`src/rtl/multicycle_ctrl_if.sv`:
```
// Control-to-datapath bundle for the multicycle MIPS controller.
// The slave modport is the controller side; the master modport is the datapath side.
interface multicycle_ctrl_if #(
  parameter int CNT_W = 16
);
  logic             run_i;
  logic [5:0]       instr_op_i;
  logic             zero_i;
  logic             pc_write_o;
  logic             ir_write_o;
  logic             reg_write_o;
  logic             reg_dst_o;
  logic             alu_src_a_o;
  logic [1:0]       alu_src_b_o;
  logic [2:0]       alu_op_o;
  logic             pc_src_o;
  logic             illegal_o;
  logic [2:0]       state_o;
  logic [CNT_W-1:0] retired_o;

  modport slave (
    input  run_i,
    input  instr_op_i,
    input  zero_i,
    output pc_write_o,
    output ir_write_o,
    output reg_write_o,
    output reg_dst_o,
    output alu_src_a_o,
    output alu_src_b_o,
    output alu_op_o,
    output pc_src_o,
    output illegal_o,
    output state_o,
    output retired_o
  );

  modport master (
    output run_i,
    output instr_op_i,
    output zero_i,
    input  pc_write_o,
    input  ir_write_o,
    input  reg_write_o,
    input  reg_dst_o,
    input  alu_src_a_o,
    input  alu_src_b_o,
    input  alu_op_o,
    input  pc_src_o,
    input  illegal_o,
    input  state_o,
    input  retired_o
  );
endinterface

```
`src/rtl/multicycle_ctrl.sv`:
```
// Moore control FSM for a shared-ALU multicycle MIPS datapath,
// with run/idle handshake, illegal-opcode trap and retire counter.
module multicycle_ctrl #(
  parameter int CNT_W = 16
) (
  input  logic            clk_i,
  input  logic            rst_i,
  multicycle_ctrl_if.slave bus
);

  localparam logic [5:0] OP_R    = 6'b000000;
  localparam logic [5:0] OP_ADDI = 6'b001000;
  localparam logic [5:0] OP_SLTI = 6'b001010;
  localparam logic [5:0] OP_BEQ  = 6'b000100;

  typedef enum logic [2:0] {
    S_IDLE   = 3'd0,
    S_FETCH  = 3'd1,
    S_DECODE = 3'd2,
    S_EXEC_R = 3'd3,
    S_EXEC_I = 3'd4,
    S_BRANCH = 3'd5,
    S_WB     = 3'd6,
    S_TRAP   = 3'd7
  } state_t;

  state_t           r_state;
  logic [5:0]       r_op_q;
  logic [CNT_W-1:0] r_retired;

  logic       w_pc_write;
  logic       w_ir_write;
  logic       w_reg_write;
  logic       w_reg_dst;
  logic       w_src_a;
  logic [1:0] w_src_b;
  logic [2:0] w_alu_op;
  logic       w_pc_src;
  logic       w_illegal;
  logic       w_is_r;
  logic [2:0] w_exec_op;
  logic [1:0] w_exec_b;
  logic       w_sat;

  assign w_is_r    = (r_op_q == OP_R);
  assign w_exec_op = w_is_r ? 3'b010 :
                     (r_op_q == OP_SLTI) ? 3'b011 : 3'b000;
  assign w_exec_b  = w_is_r ? 2'b00 : 2'b10;
  assign w_sat     = &r_retired;

  always_ff @(posedge clk_i or negedge rst_i) begin
    if (!rst_i) begin
      r_state   <= S_IDLE;
      r_op_q    <= '0;
      r_retired <= '0;
    end else begin
      unique case (r_state)
        S_IDLE: begin
          if (bus.run_i) r_state <= S_FETCH;
        end
        S_FETCH: r_state <= S_DECODE;
        S_DECODE: begin
          r_op_q <= bus.instr_op_i;
          unique case (bus.instr_op_i)
            OP_R:              r_state <= S_EXEC_R;
            OP_ADDI, OP_SLTI:  r_state <= S_EXEC_I;
            OP_BEQ:            r_state <= S_BRANCH;
            default:           r_state <= S_TRAP;
          endcase
        end
        S_EXEC_R, S_EXEC_I: r_state <= S_WB;
        S_WB, S_BRANCH: begin
          if (!w_sat) r_retired <= r_retired + 1'b1;
          r_state <= bus.run_i ? S_FETCH : S_IDLE;
        end
        S_TRAP: r_state <= S_TRAP;
      endcase
    end
  end

  // Moore decode; only the branch PC load looks at a live input.
  always_comb begin
    w_pc_write  = 1'b0;
    w_ir_write  = 1'b0;
    w_reg_write = 1'b0;
    w_reg_dst   = 1'b0;
    w_src_a     = 1'b0;
    w_src_b     = 2'b00;
    w_alu_op    = 3'b000;
    w_pc_src    = 1'b0;
    w_illegal   = 1'b0;
    unique case (r_state)
      S_IDLE: ;
      S_FETCH: begin
        w_ir_write = 1'b1;
        w_pc_write = 1'b1;
        w_src_b    = 2'b01;
      end
      S_DECODE: w_src_b = 2'b11;
      S_EXEC_R: begin
        w_src_a  = 1'b1;
        w_alu_op = 3'b010;
      end
      S_EXEC_I: begin
        w_src_a  = 1'b1;
        w_src_b  = 2'b10;
        w_alu_op = w_exec_op;
      end
      S_WB: begin
        w_reg_write = 1'b1;
        w_reg_dst   = w_is_r;
        w_src_a     = 1'b1;
        w_src_b     = w_exec_b;
        w_alu_op    = w_exec_op;
      end
      S_BRANCH: begin
        w_src_a    = 1'b1;
        w_alu_op   = 3'b001;
        w_pc_src   = 1'b1;
        w_pc_write = bus.zero_i;
      end
      S_TRAP: w_illegal = 1'b1;
    endcase
  end

  assign bus.pc_write_o  = w_pc_write;
  assign bus.ir_write_o  = w_ir_write;
  assign bus.reg_write_o = w_reg_write;
  assign bus.reg_dst_o   = w_reg_dst;
  assign bus.alu_src_a_o = w_src_a;
  assign bus.alu_src_b_o = w_src_b;
  assign bus.alu_op_o    = w_alu_op;
  assign bus.pc_src_o    = w_pc_src;
  assign bus.illegal_o   = w_illegal;
  assign bus.state_o     = r_state;
  assign bus.retired_o   = r_retired;

endmodule

```
`src/flat_wrapper.sv`:
```
// flat-port wrapper written by rule: the top's interface ports become plain ports
module multicycle_ctrl_flat 
#(
  parameter int CNT_W = 16
)
  (clk_i, rst_i, bus_run_i, bus_instr_op_i, bus_zero_i, bus_pc_write_o, bus_ir_write_o, bus_reg_write_o, bus_reg_dst_o, bus_alu_src_a_o, bus_alu_src_b_o, bus_alu_op_o, bus_pc_src_o, bus_illegal_o, bus_state_o, bus_retired_o);
  multicycle_ctrl_if #(.CNT_W(CNT_W)) bus_i ();
  input  logic clk_i;
  input  logic rst_i;
  input wire logic [$bits(bus_i.run_i)-1:0] bus_run_i;
  input wire logic [$bits(bus_i.instr_op_i)-1:0] bus_instr_op_i;
  input wire logic [$bits(bus_i.zero_i)-1:0] bus_zero_i;
  output wire logic [$bits(bus_i.pc_write_o)-1:0] bus_pc_write_o;
  output wire logic [$bits(bus_i.ir_write_o)-1:0] bus_ir_write_o;
  output wire logic [$bits(bus_i.reg_write_o)-1:0] bus_reg_write_o;
  output wire logic [$bits(bus_i.reg_dst_o)-1:0] bus_reg_dst_o;
  output wire logic [$bits(bus_i.alu_src_a_o)-1:0] bus_alu_src_a_o;
  output wire logic [$bits(bus_i.alu_src_b_o)-1:0] bus_alu_src_b_o;
  output wire logic [$bits(bus_i.alu_op_o)-1:0] bus_alu_op_o;
  output wire logic [$bits(bus_i.pc_src_o)-1:0] bus_pc_src_o;
  output wire logic [$bits(bus_i.illegal_o)-1:0] bus_illegal_o;
  output wire logic [$bits(bus_i.state_o)-1:0] bus_state_o;
  output wire logic [$bits(bus_i.retired_o)-1:0] bus_retired_o;
  assign bus_i.run_i = bus_run_i;
  assign bus_i.instr_op_i = bus_instr_op_i;
  assign bus_i.zero_i = bus_zero_i;
  assign bus_pc_write_o = bus_i.pc_write_o;
  assign bus_ir_write_o = bus_i.ir_write_o;
  assign bus_reg_write_o = bus_i.reg_write_o;
  assign bus_reg_dst_o = bus_i.reg_dst_o;
  assign bus_alu_src_a_o = bus_i.alu_src_a_o;
  assign bus_alu_src_b_o = bus_i.alu_src_b_o;
  assign bus_alu_op_o = bus_i.alu_op_o;
  assign bus_pc_src_o = bus_i.pc_src_o;
  assign bus_illegal_o = bus_i.illegal_o;
  assign bus_state_o = bus_i.state_o;
  assign bus_retired_o = bus_i.retired_o;
  multicycle_ctrl #(.CNT_W(CNT_W)) u_core (.clk_i(clk_i), .rst_i(rst_i), .bus(bus_i));
endmodule
```
`config.mk`:
```
export PLATFORM = sky130hd
export DESIGN_NAME = multicycle_ctrl_flat
export DESIGN_NICKNAME = d
export VERILOG_FILES = /design/src/rtl/multicycle_ctrl_if.sv /design/src/rtl/multicycle_ctrl.sv /design/src/flat_wrapper.sv
export SDC_FILE = /design/constraint.sdc
export NUM_CORES = 1
export LEC_CHECK = 0
export ABC_AREA = 0
export CAP_MARGIN = 25
export CORE_ASPECT_RATIO = 1.4
export CORE_UTILIZATION = 30
export CTS_BUF_LIST = sky130_fd_sc_hd__clkbuf_8 sky130_fd_sc_hd__clkbuf_16
export CTS_CLUSTER_DIAMETER = 60
export CTS_CLUSTER_SIZE = 40
export DETAILED_ROUTE_END_ITERATION = 16
export PLACE_DENSITY = 0.55
export SYNTH_ARGS = -nofsm -noshare
export SYNTH_HDL_FRONTEND = slang
export SYNTH_SLANG_ARGS = --single-unit
```
`constraint.sdc`:
```
create_clock -name clk_i -period 5.5 [get_ports clk_i]
set_clock_uncertainty 0.05 [all_clocks]
set_input_delay 0.55 -clock clk_i [delete_from_list [all_inputs] [get_ports clk_i]]
set_output_delay 0.55 -clock clk_i [all_outputs]
set_load 0.01 [all_outputs]
```
; ---- Word level (Yosys, flattened, before mapping)
; Index checks and enable logic that the tools add are counted.
[word_totals]
reg_bits = 25
in_bits = 10
out_inout_bits = 31
wordCells = 43
[classes]
addsub = 1
eq_ne = 12
n_mux = 16
bitwise = 1
reduce_logical = 10
[op_table]
columns = cell, n
row1 = $eq A6 B4 Y1 const B, 3
row2 = $pmux W3 S3, 2
row3 = $pmux W3 S6, 1
row4 = $add A16 B1 Y16 const B, 1
row5 = $reduce_and A16 Y1, 1
row6 = $eq A3 B3 Y1 const B, 4
row7 = $logic_not A6 Y1, 2
row8 = $pmux W2 S4, 1
row9 = $reduce_or A2 Y1, 4
row10 = $mux W1, 7
row11 = $eq A3 B2 Y1 const B, 2
row12 = $eq A6 B3 Y1 const B, 1
row13 = $mux W3, 2
row14 = $mux W2, 2
row15 = $reduce_or A4 Y1, 1
row16 = $eq A3 B1 Y1 const B, 1
row17 = $logic_not A3 Y1, 1
row18 = $ne A2 B2 Y1 const B, 1
row19 = $pmux W1 S2, 1
row20 = $reduce_and A2 Y1, 1
row21 = $not A1 Y1, 1

; ---- Longest topological paths before layout
[logic_depth]
depth_word = 4
depth_mapped = 5
ltp_nobuf = 5

; ---- Worst setup path before layout
; Ideal clock, no wire load.
[synth_timing]
path_kind = flip-flop to output port
from = register u_core.r_state[2], in the netlist u_core.bus.state_o[2]
to = output bus_alu_src_b_o[0]
t_arrival_ps = 1294
t_required_ps = 4900
path_slack_ps = 3606
path_stages_with_launch = 5
n_path_buf = 2
cell_sequence = dfrtp_1 > buf_2 > clkbuf_1 > nor2_1 > or2_2
[synth_via]
elab_chain_len = 2
elab_cells_between_ends = 5
classes_between = 4 x eq/ne / 1 x mux
[synth_rtl]
columns = element, line
row1 = start: declaration, multicycle_ctrl.sv:27  ; state_t r_state;
row2 = start signal: assignment, multicycle_ctrl.sv:74  ; r_state <= bus.run_i ? S_FETCH : S_IDLE;
row3 = $eq A3 B3 Y1 (tied with other cells), multicycle_ctrl.sv:92  ; unique case (r_state)
row4 = $pmux W2 S4 (*), multicycle_ctrl.sv:92
row5 = end: declaration, flat_wrapper.sv:18  ; output wire logic [$bits(bus_i.alu_src_b_o)-1:0] bus_alu_src_b_o;
; Every way passes the cells marked *; elsewhere a longest branch is shown, timed or not.

; ---- Final worst setup path
[layout_timing]
from = register u_core.r_state[1], in the netlist u_core.bus.state_o[1]
to = output bus_alu_src_b_o[0]
; Same word-level chain as after synthesis.

==> out/metrics.yaml <==
htreeDepth: 1
wl_um: 3370
dp_slack_ns: 3.00
nFillCells: 463
die_w_um: 60.4
grtUsageMet2_pct: 23.9
cts_setup_buffers: 0
ctsResizeCount: 0
vdd_ir_drop_max_uv: 217
dp_cells: 236
arrival_ns: 2.25
drv_slew: 0
clkPwrFrac_pct: 13.1
slew_headroom_pct: 58.3
synthTopCellsByCount: "dfrtp_1, nor2_1, xor2_1"
yosysMostFrequentCell: "dfrtp_1"
tightest_slew_ns: 0.619
synthCells: 140
grt_pass1_wl_um: 5800
viasPerCell: 5.03
p_sw_share_pct: 40.2
drtAntennaViolNets: 0
start_util_pct: 31.3
cts_buffers: 3
power_w: 0.000883
setup-tns-final_ns: 0
period_share_pct: 51.8
root_buffer: "clkbuf_8"
design.die.area_sq_um: 5060
core_area_sq_um: 4570
clockBufferDepth: 2
worstSetupPathType: "reg2out"
die_h_um: 83.7
nNetsFinal: 190
place_hpwl_um: 2550
fmax_mhz: 351
outcome: "completed"
postCtsHoldBufs: 0
overflow: 0
intPower_w: 0.000528
pwr-share-comb_pct: 48.8
worstSetupEndpointType: "output port"
cts_tree: "yes"
io_pins: 41
hold_viol: 0
hold_path_class: "reg2reg"
yosys_register_bits: 25
dr.pass1.iters: 4
met1_usage_pct: 18.0
syn_nets: 151
sequentialPowerShare_pct: 38.1
syn_area_per_cell_sq_um: 10.2
p_leak_nw: 0.798
wl_per_cell_um: 14.0
required_ns: 4.90
cp_max_fo: 10
synth.distinct_cells: 41
path_cells: "inv_1, nor3_2, or2_2, clkdlybuf4s50_1"
ys_seq_area_share_pct: 43.7
critPathSlowestCell: "nor3_2"
rows: 29
first_iter_violations: 50
syn_area_sq_um: 1430
maxCapViolCount: 0
power.density_nw_per_um2: 457
synth_top_flop_cell: "dfrtp_1"
vias: 1206
final_cells: 240
synth_top_cell_by_area: "dfrtp_1"
drive_gt1_share_pct: 14.0
synth_edf_count: 0
synth_top_area_share_pct: 43.7
dpl-instance-area_sq_um: 1880
setup_viol: 0
antenna_found_initial: 0
synth_area_leaders: "dfrtp_1, xor2_1, mux2_2"
gp_congestion: 0.853
grt_use_total_pct: 14.7
critPathLaunchType: "flop"
cpPeakStageDelay_ns: 0.54
cts.sinks: 25
fin_area_sq_um: 1930
clk_pin_slew_ns: 0.09
netSwitchingPower_w: 0.000355
top_usage_layer: "met2"
area_growth_pct: 34.9
grt_use_met3_pct: 3.10
ys_async_sr_fraction_pct: 100
io_buffers: 39
grt_max_degree: 18
rsz0062_at_grt: "no"
yosys_warnings: 0
fin_ws_ns: 2.65
diodes: 0
grt_pass1_vias: 1276
layout_min_cycle_time_ns: 2.85
clk_latency_ns: 0.27
drc: 0
-- state kept, by name (all words and copies together) (netlist names) --
register,cells
u_core.bus.retired_o,16
u_core.bus.state_o,3
u_core.r_op_q,6
-- power groups by stage --
stage	registers (W)	logic [W]	clock network, W
floorplan	0.000306	0.000260	0
global placement	0.000334	0.000428	0
detailed placement	0.000338	0.000431	0
CTS	0.000335	0.000437	0.000118
global route	0.000350	0.000475	0.000124
finish	0.000337	0.000430	0.000116
-- placed cells by master, fill, tap and decap left out, drive strengths merged, types with 2 or more instances in the layout --
master and instances:
clkdlybuf4s50 39, dfrtp 25, nor2 11, xor2 10, nand2 9, a21oi 8
mux2 7, inv 6, xnor2 6, o21ai 6, nand4 6, nor4 6
nand3 5, nor3 4, a31oi 3, clkbuf 3, and3 2, mux2i 2
nand3b 2, a211oi 2
-- metal layers --
metal	routed length (um)	up-vias
met3	182	10
met4	70	0
li1	-	576
met1	1400	573
met5	0	-
met2	1710	47
-- cells by family (layout without fill, tap and decap cells) --
family / after synthesis / in the layout / synth area share (%)
and+or+nand+nor: 51 / 51 / 22.3
adders and majority gates: 2 / 2 / 1.57
xor gates and xnor gates: 16 / 16 / 9.79
muxes: 9 / 9 / 6.91
DFF: 25 / 25 / 43.7
other: 1 / 1 / 0.262
AOI/OAI and AO/OA: 24 / 24 / 11.6
buffers and inverters: 12 / 50 / 3.85
-- final timing paths --
| path | from | end | cells past startpoint | slack, ns |
|---|---|---|---|---|
| worst max register to register | u_core.bus.state_o[2] | u_core.bus.retired_o[13] | 4 | 3.34 |
| min in group asynchronous | rst_i | u_core.bus.retired_o[12] | 1 | 0.58 |
| worst min-delay path | u_core.bus.retired_o[15] | u_core.bus.retired_o[15] | 1 | 0.45 |
| max in group asynchronous | rst_i | u_core.bus.retired_o[6] | 2 | 4.33 |
| worst max-delay path | u_core.bus.state_o[1] | bus_alu_src_b_o[0] | 4 | 2.65 |
| worst min register to register | u_core.bus.retired_o[15] | u_core.bus.retired_o[15] | 1 | 0.45 |
-- per-stage QoR --
step	hold WS [ns]	utilization, %
3_5_place_dp	0.443	41.2
6_report	0.450	42.2
4_1_cts	0.456	42.2
3_3_place_gp	0.434	40.8
5_1_grt	0.498	42.2
2_1_floorplan	0.204	-
-- critical path: cells and delay by family, from the launching register on --
kind / cells / cell delay, ns
flops: 1 / 0.53
buf+inv: 2 / 0.70
simple gates: 2 / 0.75
-- layout make-up --
cell class              instances  area (sq um)  area share (%)
flip-flops and latches         25           626            32.4
inverters                       6          22.5            1.17
well taps                      62          77.6            4.02
repair buffers                 40           405            21.0
multi-input cells             103           751            38.9
clock buffers                   3          41.3            2.14
clock inverters                 1          7.51           0.389
(Power assumes the default switching activity.)
